## config.mk

```make
export PLATFORM = sky130hd
export DESIGN_NAME = link_stack
export DESIGN_NICKNAME = d
export VERILOG_FILES = /design/src/rtl/cpu_pkg.sv /design/src/rtl/link_stack_ram.sv /design/src/rtl/link_stack.sv
export SDC_FILE = /design/constraint.sdc
export NUM_CORES = 1
export LEC_CHECK = 0
export ABC_AREA = 1
export ABC_CLOCK_PERIOD_IN_PS = 3930
export CORE_ASPECT_RATIO = 1.4
export CORE_MARGIN = 10
export CORE_UTILIZATION = 50
export DETAILED_ROUTE_END_ITERATION = 12
export PLACE_DENSITY_LB_ADDON = 0.3
export SETUP_SLACK_MARGIN = 0.3
export SLEW_MARGIN = 20
export SYNTH_ARGS = -nofsm -noshare
export SYNTH_HDL_FRONTEND = slang
export SYNTH_SLANG_ARGS = --single-unit
```

## constraint.sdc

```tcl
create_clock -name clk -period 3.93 [get_ports clk]
set_input_delay 0.9825 -clock clk [delete_from_list [all_inputs] [get_ports clk]]
set_output_delay 0.9825 -clock clk [all_outputs]
set_load 0.01 [all_outputs]
```

## src/rtl/cpu_pkg.sv

```systemverilog
// Shared CPU definitions: stack operation encoding and the default PC width.
package cpu_pkg;

  localparam int PC_W = 16;

  // Encoding matches the {push, pop} request pair directly.
  typedef enum logic [1:0] {
    OP_NOP     = 2'b00,
    OP_POP     = 2'b01,
    OP_PUSH    = 2'b10,
    OP_REPLACE = 2'b11
  } stack_op_t;

endpackage

```

## src/rtl/link_stack_ram.sv

```systemverilog
// DEPTH x WIDTH storage for the link stack: one synchronous write port and
// one asynchronous read port. Contents are never reset.
module link_stack_ram #(
  parameter int WIDTH = 16,
  parameter int DEPTH = 8,
  localparam int AW = $clog2(DEPTH)
) (
  input  logic             clk,
  input  logic             i_we,
  input  logic [AW-1:0]    i_waddr,
  input  logic [WIDTH-1:0] i_wdata,
  input  logic [AW-1:0]    i_raddr,
  output logic [WIDTH-1:0] o_rdata
);

  logic [WIDTH-1:0] r_mem [DEPTH];

  // Write the addressed entry when enabled.
  always_ff @(posedge clk) begin
    if (i_we) r_mem[i_waddr] <= i_wdata;
  end

  assign o_rdata = r_mem[i_raddr];

endmodule

```

## src/rtl/link_stack.sv

```systemverilog
// LIFO of return/loop addresses. CALL/FOR push, RET/loop exit pop,
// FOR loop-back replaces the top. Overflow and underflow are sticky.
module link_stack
  import cpu_pkg::*;
#(
  parameter int WIDTH = PC_W,
  parameter int DEPTH = 8,
  parameter int WRAP  = 0,
  localparam int AW = $clog2(DEPTH),
  localparam int CW = $clog2(DEPTH) + 1
) (
  input  logic             clk,
  input  logic             rst,
  input  logic             push,
  input  logic             pop,
  input  logic [WIDTH-1:0] push_data,
  input  logic             clr_err,
  output logic [WIDTH-1:0] top,
  output logic [CW-1:0]    count,
  output logic             empty,
  output logic             full,
  output logic             overflow,
  output logic             underflow
);

  localparam logic [CW-1:0] FULL_CNT = CW'(DEPTH);

  logic [AW-1:0]    r_wp;
  logic [CW-1:0]    r_count;
  logic             r_ovf;
  logic             r_udf;

  stack_op_t        w_op;
  logic [AW-1:0]    w_top_addr;
  logic [WIDTH-1:0] w_rdata;
  logic             w_we;
  logic [AW-1:0]    w_waddr;
  logic [AW-1:0]    w_wp_nxt;
  logic [CW-1:0]    w_count_nxt;
  logic             w_ovf_set;
  logic             w_udf_set;
  logic             w_empty;
  logic             w_full;

  assign w_op       = stack_op_t'({push, pop});
  assign w_top_addr = r_wp - 1'b1;
  assign w_empty    = (r_count == '0);
  assign w_full     = (r_count == FULL_CNT);

  // Decode the requested operation into pointer, count, write and error updates.
  always_comb begin
    w_we        = 1'b0;
    w_waddr     = r_wp;
    w_wp_nxt    = r_wp;
    w_count_nxt = r_count;
    w_ovf_set   = 1'b0;
    w_udf_set   = 1'b0;
    unique case (w_op)
      OP_PUSH: begin
        if (!w_full) begin
          w_we        = 1'b1;
          w_wp_nxt    = r_wp + 1'b1;
          w_count_nxt = r_count + 1'b1;
        end else begin
          w_ovf_set = 1'b1;
          // Circular mode overwrites the oldest entry; count stays at DEPTH.
          if (WRAP != 0) begin
            w_we     = 1'b1;
            w_wp_nxt = r_wp + 1'b1;
          end
        end
      end
      OP_POP: begin
        if (!w_empty) begin
          w_wp_nxt    = r_wp - 1'b1;
          w_count_nxt = r_count - 1'b1;
        end else begin
          w_udf_set = 1'b1;
        end
      end
      OP_REPLACE: begin
        w_we = 1'b1;
        if (!w_empty) begin
          w_waddr = w_top_addr;
        end else begin
          // Nothing to replace: fall back to a plain push and flag it.
          w_wp_nxt    = r_wp + 1'b1;
          w_count_nxt = r_count + 1'b1;
          w_udf_set   = 1'b1;
        end
      end
      default: ;
    endcase
  end

  // Control state: pointer, count and sticky flags (a new error beats clr_err).
  always_ff @(posedge clk) begin
    if (rst) begin
      r_wp    <= '0;
      r_count <= '0;
      r_ovf   <= 1'b0;
      r_udf   <= 1'b0;
    end else begin
      r_wp    <= w_wp_nxt;
      r_count <= w_count_nxt;
      r_ovf   <= w_ovf_set | (r_ovf & ~clr_err);
      r_udf   <= w_udf_set | (r_udf & ~clr_err);
    end
  end

  link_stack_ram #(
    .WIDTH (WIDTH),
    .DEPTH (DEPTH)
  ) u_ram (
    .clk     (clk),
    .i_we    (w_we & ~rst),
    .i_waddr (w_waddr),
    .i_wdata (push_data),
    .i_raddr (w_top_addr),
    .o_rdata (w_rdata)
  );

  assign top       = w_empty ? '0 : w_rdata;
  assign count     = r_count;
  assign empty     = w_empty;
  assign full      = w_full;
  assign overflow  = r_ovf;
  assign underflow = r_udf;

endmodule

```

== After elaboration in Yosys (flattened, before gate mapping) ==
Memory sizes are Yosys's and may differ from the RTL's.
Cells that the tools add are included.

* Input port bits: 21
* Memory bits (read-only): 0
* Output and inout port bits: 24
* Word-level logic and storage cells: 46
* Bits in registers: 9
* Bits in latches: 0
* Memories: 1
* Memory bits (writable): 128

* Div/mod/pow operators: 0
* Shifts and indexed selects: 0
* Bitwise logic cells: 7
* Multipliers: 0
* Reduce and logical (&&, ||, !) cells: 5
* Magnitude comparators: 0
* Eq/ne operators: 7
* Muxes and demuxes: 18
* Add/sub/neg operators: 4

{| class="wikitable"
|+ Memories
! name !! words !! bits a word !! rd ports !! clocked after Yosys merged registers in !! wr ports !! RTL line !! RTL
|-
| u_ram.r_mem || 8 || 16 || 1 || 0 || 1 || link_stack_ram.sv:16 || <nowiki>logic [WIDTH-1:0] r_mem [DEPTH];</nowiki>
|}

{| class="wikitable"
|+ Operators by type and width
! operator !! number
|-
| $mux 16 || 1
|-
| $mux 3 || 4
|-
| $mux 4 || 3
|-
| $pmux 4 s3 || 1
|-
| $pmux 3 s3 || 1
|-
| $mux 1 || 7
|-
| $ne 2x2->1 const B || 3
|-
| $add 4x1->4 const B || 1
|-
| $eq 2x2->1 const B || 2
|-
| $eq 4x4->1 const B || 1
|-
| $logic_not 4->1 || 1
|-
| $reduce_and 4->1 || 1
|-
| $sub 4x1->4 const B || 1
|-
| $add 3x1->3 const B || 1
|-
| $and 1x1->1 || 3
|-
| $reduce_and 3->1 || 1
|-
| $reduce_bool 3->1 || 1
|-
| $sub 3x1->3 const B || 1
|-
| $eq 2x1->1 const B || 1
|-
| $not 1->1 || 2
|-
| $or 1x1->1 || 2
|-
| $pmux 1 s2 || 1
|-
| $reduce_or 2->1 || 1
|}

== Logic depth before layout (Yosys ltp) ==
Gate-level depths: netlist of the first run.

* Depth after elaboration: 6
* Gate-level depth with buffers: 14
* Depth with buffers taken out: 14

== By module ==
A second synthesis of the first run with hierarchy kept.

* Cell total of the unflattened synthesis: 707
* Area, all modules: 6478.7 µm²

{| class="wikitable"
|+ By module, submodules not included
! module !! instances !! cells each !! area an instance (µm²) !! sequential area each (µm²)
|-
| link_stack_ram || 1 || 571 || 5669.2 || 3843.7
|-
| link_stack || 1 || 136 || 809.5 || 180.2
|}

== Worst setup path before layout of the first run ==
Ideal clock, no wire load.

* Path type: reg2out
* Start point: register r_wp[0]
* End point: output top[6]
* Path slack: 1.078 ns
* Required time: 2.947 ns
* Path buffers: 3
* Arrival time: 1.869 ns
* Cell stages (with the launch flop): 11
* Cells stage by stage: dfxtp_1 > inv_2 > buf_2 > buf_2 > ha_1 > inv_1 > clkbuf_1 > o21ai_0 > o22ai_1 > nor2_1 > nor2_1

* Longest elaborated chain between the ends: 3

{| class="wikitable"
|+ Ends and longest elaborated chain
! what !! RTL line !! RTL
|-
| start, declared || link_stack.sv:28 || <nowiki>logic [AW-1:0] r_wp;</nowiki>
|-
| start signal, assigned || link_stack.sv:104 || <nowiki>r_wp <= w_wp_nxt;</nowiki>
|-
| $sub 3x1->3 || link_stack.sv:46 || <nowiki>assign w_top_addr = r_wp - 1'b1;</nowiki>
|-
| $mem_v2 8x16 || - ||
|-
| $mux 16 || link_stack.sv:123 || <nowiki>assign top = w_empty ? '0 : w_rdata;</nowiki>
|-
| end, declared || link_stack.sv:18 || <nowiki>output logic [WIDTH-1:0] top,</nowiki>
|}

No other way between the ends.

== Worst setup path in the final report of the first run ==
* Start point: register r_wp[1]
* End point: output top[12]

The elaborated chain is that of the path after synthesis.

==> summary.md, run 1 <==
| Metric | Value |
|---|---|
| Vias in the first global route | `3,914` |
| DR iter-0 viols | `383` |
| Post-Synth Adder-Cell Area | `0.653%` |
| Hold_sp | `overflow$_SDFF_PP0_` |
| Clk Latency, worst-skew pair | `0.41 ns` |
| Initial Utilization | `50.9%` |
| Post-synthesis mux area share | `0%` |
| Die Ht | `approximately 150 microns` |
| Dpl hpwl | `7.64 mm` |
| DP Area | `6390 sq um` |
| Setup Skew | `0.00540 ns` |
| Layout Nets | `590` |
| Tcrit/Tclk final | `87.8%` |
| Clock sinks | `137` |
| Non-filler cells, final | `723` |
| Clock Pin Slew Worst Setup and Hold Paths | `0.06 ns` |
| Slew HR | `67.3%` |
| Drt drc | `0` |
| WP buf/inv | `3` |
| Status | `finished clean` |
| Setup CP Type | `flop to primary output` |
| GRT Util Overall | `between 15 and 20%` |
| Simple-gate share of the synthesized area | `13.7%` |
| CP max stage delay | `0.55 ns` |
| Combinational family with the most area after synthesis | `simple AND/OR/NAND/NOR gates` |
| Dpl ws | `0.622 ns` |
| Via count | `3,966` |
| Mapped Cells | `509` |
| CTS buffer count | `17` |
| Crit path launch type | `flop` |
| I/O Buffers | `44` |
| Finished Cell Area | `6960 sq um` |
| Area Growth Syn to Fin | `21.1%` |
| CP Launch Point | `r_wp[1]$_SDFFE_PP0P_` |
| Largest net degree at the start of global routing | `68` |
| # IOs | `45` |
| Synth Register Bits | `137` |
| Crit Reg-Reg Startpoint | `count[2]$_SDFFE_PP0P_` |
| Most frequent CP cell | `o21ai_0` |
| Die Wd | `between 100 and 150 microns` |
| CTS tree | `built` |
| Hold Slack | `0.466 ns` |
| Critical-path maximum fanout | `24` |
| Synthesized area | `5740 sq um` |
| Power Total | `4.26 mW` |
| Tmin final | `~3.5 ns` |
| Post-synthesis xor/xnor area fraction | `0.632%` |
| Most common cell in the synthesized netlist | `nor2_1` |
| RSZ-0062 raised after global routing | `false` |
| Synth top area cells | `edfxtp_1 67%, nor2_1 8.9%, o21ai_0 7.4%` |
| Die ar. | `16,200 sq um` |
| Layout cells sized above 1 | `10.0%` |
| Critical Path RT | `between 2 and 3 ns` |
| Total iterations of the first detailed-routing run | `4` |
| Final TNS setup | `0 ns` |
| WL per Instance | `about 18 microns` |
| Routability Congestion | `about 0.79` |
| Max Clk Rate | `290 MHz` |
| Slew Limit Fails | `0` |
| Worst-Margin Slew | `0.489 ns` |
| Syn Nets | `roughly 530` |
| Worst setup margin | `roughly 0.48 ns` |
| Critical path capture point type | `primary output` |
| Arr. time, crit path | `~2.5 ns` |
| Root buffer cell | `clkbuf_16` |
| Overflow after GRT | `0` |
| Compound-Gate Fraction of Synth Area | `between 10% and 20%` |
| Post-synthesis sequential area ratio | `70.1%` |
| FP Rows | `46` |
| Routed wire length | `13.1 mm` |
| Setup Fix Bufs, Post-CTS | `0` |
| Synth Area per Inst | `11.3 sq um` |
| ANT nets after route | `0` |
| Post-layout util | `61.7%` |
| Library cells used by synthesis | `27` |
| Largest delay share family, worst path | `buffers and inverters` |
| Number of synthesized flops with an enable pin | `~130` |
| Slowest cell on the critical path | `clkdlybuf4s50_1` |
| Max-cap violations | `0` |
| Synth Flop Type | `edfxtp_1` |
| FFs w/ async S/R, synth | `0%` |
| H-tree Lvls | `4` |
| PwrDens | `613 nW/um^2` |
| CTS Buffer Depth | `2` |
| Synth top area share | `66.9%` |
| Min-Delay Path Class | `flop to flop` |
| Ant. Diodes | `0` |
| Initial antenna violation count | `0` |
| Via-per-instance ratio | `between 5 and 6` |
| Post-synth top area cell | `edfxtp_1` |
| Setup Viol. Count Final | `0` |
| Yosys warns | `0` |
| Commonest cells in the netlist | `136 x nor2_1, 128 x edfxtp_1, 85 x o21ai_0` |
| First-pass GRT wire length | `20.4 mm` |
| Max rail drop VDD | `404 uV` |
| CORE AREA | `approximately 11,000 sq um` |
| Worst-path cell chain | `inv_1 > ha_4 > clkbuf_16 > o21ai_0 > o21ai_0 > o21ai_1 > nor2_1 > clkdlybuf4s50_1` |
| Endpoints failing hold | `0` |
| Leakage | `2.47 nW` |
| Dpl cells | `690` |
-- cell families after synthesis --
group           after synthesis
compound gates              123
xor+xnor                      2
fa+ha+maj                     3
buf+inv                      48
flops                       137
simple gates                196
-- power breakdown --
| part | internal [mW] | switching (mW) |
|---|---|---|
| Clock | 0.794 | 0.551 |
| Sequential | 1.66 | 0.0332 |
| Combinational | 0.504 | 0.718 |
-- tightest hold or removal path, cell delays in order, from the launching register on --
cell	delay, ns
dfxtp_1	0.30
nand2_1	0.06
a21oi_1	0.06
-- area by class of cell --
type                       count  area, sq um
timing repair buffer          62          642
clock inverter                10         55.1
clock buffer                  22          444
tap                          144          180
fill                         911         4320
sequential                   137         4030
inverter                      24         95.1
multi-input combinational    324         1520
-- state kept, by name (all words and copies together) (netlist names) --
signal and count:
count 4, overflow 1, r_wp 3, u_ram.r_mem 128
underflow 1
-- cell usage in the layout, fill, tap and decap left out --
cell type        netlist  routed
xor2_1                 1       1
clkinvlp_4             0       2
clkdlybuf4s50_1        0      44
clkinv_4               0       1
buf_4                  3      11
nor2_4                 3       3
dfxtp_2                0       1
a21oi_1                4       4
nor2_2                 1       1
clkinv_2               0       4
clkbuf_1               6       5
or2_2                  1       1
nand2_2                1       1
clkbuf_16              0      18
nand4_1                1       1
ha_4                   0       1
edfxtp_1             128     128
clkinv_1               0       3
nand2_4                1       1
o22ai_1               16      16
dfxtp_1                9       8
ha_1                   3       2
o21ai_0               85      85
buf_12                 0       3
nor2_1               136     136
xnor2_4                1       1
nand2_1               41      41
o21ai_1               17      17
nand3_1               11      11
inv_2                  3       3
inv_4                  1       2
o21ai_2                1       1
buf_6                  1       3
inv_1                 20      19
-- worst paths after layout --
path / depth (start not counted) / slack (ns) / to
worst max register to register: 7 / 1.51 / u_ram.r_mem[6][6]$_DFFE_PP_
worst max-delay path: 8 / 0.48 / top[12]
worst min-delay path: 2 / 0.47 / overflow$_SDFF_PP0_
worst min register to register: 2 / 0.47 / overflow$_SDFF_PP0_
-- what timing repair did --
item,4_1_cts,5_1_grt
setup endpoints to repair,16,16
hold buffers,0,0
resized for setup,2,9
pin swaps,0,0
gates cloned,0,1
-- routing by layer --
layer	part of all wire [%]	vias to the layer above	wire [microns]	GRT usage (%)
li1	-	1897	-	-
met1	41	1925	5390	17.9
met2	52	126	6810	28.1
met3	5.2	18	676	3.46
met4	1.7	0	226	6.07
met5	0	-	0	0
No activity file was read; power rests on OpenSTA's default activity.
==> run 2, diff against run 1 <==
--- a/config.mk
+++ b/config.mk
@@ -9,7 +9,7 @@
 export ABC_CLOCK_PERIOD_IN_PS = 3930
 export CORE_ASPECT_RATIO = 1.4
 export CORE_MARGIN = 10
-export CORE_UTILIZATION = 50
+export CORE_UTILIZATION = 60
 export DETAILED_ROUTE_END_ITERATION = 12
 export PLACE_DENSITY_LB_ADDON = 0.3
 export SETUP_SLACK_MARGIN = 0.3
==> run 2 against run 1 <==
Compared with the run above:
- clock power increased by 41%
- total power rose by 13%
- critical path depth stayed put
- via count up 5.3%
- non-clock buffer count grew 6
- global-route usage rose by 4.8 points
- count of clock-buffer cells in the layout shrank 1
- register-to-register slack better by 0.11 ns
- first-iteration DRC count increased by 6.5%
- routed wire length increased by 5.2%
- worst setup slack got worse by 0.046 ns
- clock skew up 0.0056 ns
- critical endpoint is now top[7]
==> summary.md, run 2 (synthesis results as in run 1) <==
| Metric | Value |
|---|---|
| Status | `finished clean` |
| Initial antenna violation count | `0` |
| Pint | `3.46 mW` |
| # IOs | `45` |
| Max-cap violations | `0` |
| GRT Util Overall | `20.6%` |
| Setup CP Type | `flop to primary output` |
| Most Used Layer, Global Route | `met2` |
| H-tree Lvls | `4` |
| Via-per-instance ratio | `6.01` |
| Worst-path cell chain | `inv_1 > ha_4 > buf_12 > o21ai_0 > o21ai_0 > o21ai_1 > nor2_1 > clkdlybuf4s50_1` |
| Post-CTS Hold Buffers | `0` |
| Crit path launch type | `flop` |
| Leakage | `2.65 nW` |
| Met1 Track Usage GR | `21.7%` |
| Routed wire length | `13.8 mm` |
| Slowest cell on the critical path | `clkdlybuf4s50_1` |
| Sw Ratio | `28.1%` |
| First-pass GRT wire length | `roughly 22 mm` |
| Slew HR | `66.0%` |
| Critical path capture point type | `primary output` |
| Ant. Diodes | `0` |
| Largest delay share family, worst path | `buffers and inverters` |
| CTS Buffer Depth | `2` |
| Share of total power in combinational logic | `25.5%` |
| I/O Buffers | `44` |
| Met2 Use GR | `36.6%` |
| CP max stage delay | `around 0.56 ns` |
| Via count | `4,176` |
| Highest-count cells in the layout ignoring fill and taps | `136 x nor2_1, 128 x edfxtp_1, 84 x o21ai_0, 41 x nand2_1, 39 x clkdlybuf4s50_1` |
| Tcrit/Tclk final | `roughly nine tenths` |
| Root buffer cell | `clkbuf_16` |
| Clock sinks | `137` |
| Min-Delay Path Class | `flop to flop` |
| Share of power burned in the clock network | `approximately two fifths` |
| CP Launch Point | `r_wp[1]$_SDFFE_PP0P_` |
| Initial Utilization | `61.1%` |
| FP Rows | `42` |
| Arr. time, crit path | `2.52 ns` |
| CORE AREA | `approximately 9400 sq um` |
| Tmin final | `3.50 ns` |
| Die Ht | `136 microns` |
| Endpoints failing hold | `0` |
| Levels on crit path | `8` |
| Met3 GRT Util | `6.44%` |
| Routability Congestion | `0.815` |
| Total iterations of the first detailed-routing run | `5` |
| Drt drc | `0` |
| Largest net degree at the start of global routing | `68` |
| RSZ-0062 raised after global routing | `true` |
| Critical Path RT | `2.95 ns` |
| Slew Limit Fails | `0` |
| FF-to-FF path depth | `8` |
| Max rail drop VDD | `just over 500 uV` |
| Vias in the first global route | `4,335` |
| Layout cells sized above 1 | `12.1%` |
| Clock Pin Slew Worst Setup and Hold Paths | `0.06 ns` |
| DP Area | `6360 sq um` |
| Layout Nets | `596` |
| CTS tree | `built` |
| Worst setup margin | `0.432 ns` |
| Sequential power share | `35.3%` |
| R2R Path End | `u_ram.r_mem[2][8]$_DFFE_PP_` |
| WL per Instance | `19.8 microns` |
| Psw | `1.35 mW` |
| CTS buffer count | `17` |
| Overflow after GRT | `0` |
| Setup Viol. Count Final | `0` |
| Max Clk Rate | `286 MHz` |
| Max reg flops | `about 130` |
| Hold Path Stages | `2` |
| PwrDens | `~670 nW/um^2` |
| Dpl hpwl | `8.08 mm` |
| Most frequent CP cell | `o21ai_0` |
| Final TNS setup | `0 ns` |
| WP buf/inv | `3` |
| Worst-Margin Slew | `between 0.5 and 0.6 ns` |
| Area Growth Syn to Fin | `24.3%` |
| Die Wd | `103 microns` |
| DR iter-0 viols | `408` |
| Dpl ws | `roughly 0.41 ns` |
| R2R Setup Slk | `1.62 ns` |
| Critical-path maximum fanout | `31` |
| Clk Latency, worst-skew pair | `about 0.42 ns` |
| Top reg by flops | `u_ram.r_mem` |
| Hold_sp | `underflow$_SDFF_PP0_` |
| ANT nets after route | `0` |
| WHS Endpoint | `underflow$_SDFF_PP0_` |
| Hold Slack | `about 0.47 ns` |
| Setup Skew | `0.0110 ns` |
| Commonest non-fill, non-tap cell in the layout | `nor2_1` |
| Crit Reg-Reg Startpoint | `r_wp[1]$_SDFFE_PP0P_` |
| Finished Cell Area | `7140 sq um` |
| Die ar. | `13,900 sq um` |
run 2: cell types whose count changed in the layout (fill, tap and decap cells not counted), moves of 2 or more:
| cell | delta |
|---|---|
| clkbuf_8 | +3 |
| buf_12 | -2 |
| dlymetal6s2s_1 | +5 |
| buf_4 | +10 |
| clkdlybuf4s50_1 | -5 |
| clkbuf_1 | -4 |
| clkinv_2 | -3 |
| bufinv_16 | +7 |
| clkinv_1 | -3 |
run 2: layout make-up:
cell class / count / area, sq um
sequential: 137 / 4030
clock inverter: 11 / 240
fill: 561 / 2270
timing repair buffer: 68 / 653
inverter: 24 / 96.3
clock buffer: 21 / 470
tap: 110 / 138
multi-input combinational: 324 / 1520
run 2: worst max-delay path by stage:
stage	endpoint
detailed placement	top[5]
global route	top[7]
global placement	top[3]
floorplan	top[6]
finish	top[7]
CTS	top[0]
run 2: per-stage QoR:
stage          total power, mW  utilization [%]  std cells
2_1_floorplan             2.41                -        509
3_3_place_gp              2.85             67.6        660
3_5_place_dp              2.89             67.6        660
4_1_cts                   4.82             75.5        694
5_1_grt                   5.03             75.9        695
6_report                  4.82             75.9        695
run 2: timing repair:
action | in CTS | in global routing
cloned | 0 | 0
setup endpoints to repair | 16 | 14
buffers inserted | 2 | 1
pin swaps | 0 | 2
resized for setup | 5 | 9
run 2: tightest hold or removal path, delay by kind of cell, from the launching register on:
family	cells	cell delay [ns]
compound gates	1	0.06
simple gates	1	0.06
flops	1	0.31
run 2: metal layers:
| layer | vias up | part of all wire, % |
|---|---|---|
| li1 | 1913 | - |
| met1 | 2032 | 36 |
| met2 | 200 | 54 |
| met3 | 31 | 7.8 |
| met4 | 0 | 2.1 |
| met5 | - | 0 |
run 2: power groups by stage:
| stage | Sequential (mW) | Clock, mW | Combinational [mW] |
|---|---|---|---|
| floorplan | 1.73 | 0 | 0.687 |
| global placement | 1.72 | 0 | 1.13 |
| detailed placement | 1.73 | 0 | 1.17 |
| CTS | 1.70 | 1.90 | 1.22 |
| global route | 1.70 | 1.97 | 1.35 |
| finish | 1.70 | 1.89 | 1.23 |
==> run 3, diff against run 2 <==
--- a/config.mk
+++ b/config.mk
@@ -9,7 +9,7 @@
 export ABC_CLOCK_PERIOD_IN_PS = 3930
 export CORE_ASPECT_RATIO = 1.4
 export CORE_MARGIN = 10
-export CORE_UTILIZATION = 60
+export CORE_UTILIZATION = 62
 export DETAILED_ROUTE_END_ITERATION = 12
 export PLACE_DENSITY_LB_ADDON = 0.3
 export SETUP_SLACK_MARGIN = 0.3
==> run 3 against run 2 <==
Compared with the run above:
- total power decreased by 4.2%
- largest power group is now sequential cells
- clock skew hardly changed
- first-iteration DRC count fell by 3.2%
- routed wire length grew 1.4%
- maximum frequency is 2.3% lower
- global-route usage shrank 0.69 points
- final area is 0.86% lower
- via count grew 0.79%
- flip-flop and latch count stayed put
==> summary.md, run 3 (synthesis results as in run 1) <==
| Metric | Value |
|---|---|
| Min-Delay Path Class | `flop to flop` |
| Top reg by flops | `u_ram.r_mem` |
| Setup CP Type | `flop to primary output` |
| PwrDens | `652 nW/um^2` |
| Share of total power in combinational logic | `28.0%` |
| Clock Pin Slew Worst Setup and Hold Paths | `about 0.060 ns` |
| RSZ-0062 raised after global routing | `false` |
| I/O Buffers | `44` |
| Area Growth Syn to Fin | `23.2%` |
| # IOs | `45` |
| Layout cells sized above 1 | `11.3%` |
| Initial antenna violation count | `0` |
| Largest delay share family, worst path | `buffers and inverters` |
| Max rail drop VDD | `559 uV` |
| Endpoints failing hold | `0` |
| Critical-path maximum fanout | `10` |
| Post-layout util | `78.4%` |
| Max reg flops | `128` |
| Leakage | `2.55 nW` |
| Slowest cell on the critical path | `clkdlybuf4s50_1` |
| Slew HR | `between 60% and 70%` |
| CORE AREA | `roughly 9000 sq um` |
| Routability Congestion | `0.846` |
| Die Wd | `101 microns` |
| Sw Ratio | `29.7%` |
| Critical path capture point type | `primary output` |
| Slew Limit Fails | `0` |
| Most frequent CP cell | `nor2_1` |
| Largest net degree at the start of global routing | `68` |
| Setup Viol. Count Final | `0` |
| H-tree Lvls | `4` |
| Dpl ws | `0.582 ns` |
| CTS Buffer Depth | `2` |
| CTS buffer count | `17` |
| Die ar. | `13,600 sq um` |
| Clock sinks | `137` |
| Root buffer cell | `clkbuf_16` |
| Setup Skew | `between 0.01 and 0.015 ns` |
| Final TNS setup | `0 ns` |
| CP max stage delay | `0.58 ns` |
| Ant. Diodes | `0` |
| FILL cells | `494` |
| Share of power burned in the clock network | `35.2%` |
| Tmin final | `3.58 ns` |
| Power Total | `~4.6 mW` |
| Total iterations of the first detailed-routing run | `9` |
| Commonest non-fill, non-tap cell in the layout | `nor2_1` |
| Psw | `between 1 and 1.5 mW` |
| Arr. time, crit path | `between 2 and 3 ns` |
| Highest-count cells in the layout ignoring fill and taps | `136 x nor2_1, 128 x edfxtp_1, 84 x o21ai_0, 43 x clkdlybuf4s50_1, 41 x nand2_1` |
| GRT Util Overall | `approximately a fifth` |
| CTS tree | `built` |
| FF/Latch Area | `4030 sq um` |
| Via count | `~4,200` |
| DR iter-0 viols | `395` |
| First-pass GRT wire length | `20.9 mm` |
| Overflow after GRT | `0` |
| Sequential power share | `36.8%` |
| FP Rows | `41` |
| Worst-Margin Slew | `0.592 ns` |
| Drt drc | `0` |
| Critical Path RT | `2.95 ns` |
| Routed wire length | `14.0 mm` |
| Via-per-instance ratio | `6.11` |
| Dpl hpwl | `7.83 mm` |
| Status | `finished clean` |
| Die Ht | `134 microns` |
| Multi-input combinational cell area | `~1500 sq um` |
| Max Clk Rate | `279 MHz` |
| WP buf/inv | `3` |
| Pint | `3.24 mW` |
| Tcrit/Tclk final | `between 90% and 100%` |
| Vias in the first global route | `about 4,200` |
| Worst-path cell chain | `inv_1 > ha_4 > xnor2_4 > buf_4 > nor2_1 > nor2_1 > clkdlybuf4s50_1` |
| ANT nets after route | `0` |
| Initial Utilization | `63.6%` |
| Max-cap violations | `0` |
| Worst setup margin | `0.348 ns` |
| Clk Latency, worst-skew pair | `0.42 ns` |
| WL per Instance | `20.3 microns` |
| Layout Nets | `594` |
| Crit path launch type | `flop` |
-- run 3: metrics by stage --
step	instances	hold WS (ns)	instance area [sq um]
after global routing	689	0.487	7080
final	689	0.467	7080
after CTS	687	0.471	7010
after floorplan	509	0.481	5740
after global placement	653	0.454	6360
after detailed placement	653	0.462	6360
-- run 3: worst register-to-register path, stage by stage (launching register included) --
cell,delay [ns]
dfxtp_1,0.39
nor2_2,0.19
nand2_2,0.34
nand2_4,0.25
xor2_1,0.24
nand2_1,0.17
nor2_1,0.50
buf_12,0.23
-- run 3: power groups by stage --
stage          combinational [mW]  clock, mW  sequential (mW)
3_5_place_dp                 1.16          0             1.73
2_1_floorplan               0.687          0             1.73
3_3_place_gp                 1.12          0             1.72
4_1_cts                      1.22       1.63             1.70
5_1_grt                      1.40       1.70             1.70
6_report                     1.29       1.63             1.70
-- run 3: repair_timing --
| action | 4_1_cts | 5_1_grt |
|---|---|---|
| gates cloned | 0 | 1 |
| setup endpoints to repair | 16 | 16 |
| gates resized for setup | 3 | 8 |
| setup buffers | 3 | 1 |
| hold buffers | 0 | 0 |
-- run 3: layer usage --
metal,up-vias,part of all wire (%),track usage (%)
met5,-,0,0
met4,0,2.5,9.39
met3,33,9.1,5.04
met2,253,53,34.4
met1,2018,36,22.2
li1,1905,-,-
-- run 3: layout make-up --
cell class              count  share of cell area, %
inverters                  24                   1.36
well taps                 107                   1.89
flip-flops and latches    137                   56.9
clock inverters            14                   2.56
multi-input cells         324                   21.4
repair buffers             66                   9.88
clock buffers              17                   6.01
-- run 3: final timing paths --
| kind | endpoint | slack, ns | start | cells past startpoint |
|---|---|---|---|---|
| setup / recovery | top[9] | 0.35 | r_wp[1]$_SDFFE_PP0P_ | 7 |
| hold / removal | overflow$_SDFF_PP0_ | 0.47 | overflow$_SDFF_PP0_ | 2 |
| setup reg to reg | u_ram.r_mem[6][11]$_DFFE_PP_ | 1.33 | count[2]$_SDFFE_PP0P_ | 7 |
| hold reg to reg | overflow$_SDFF_PP0_ | 0.47 | overflow$_SDFF_PP0_ | 2 |
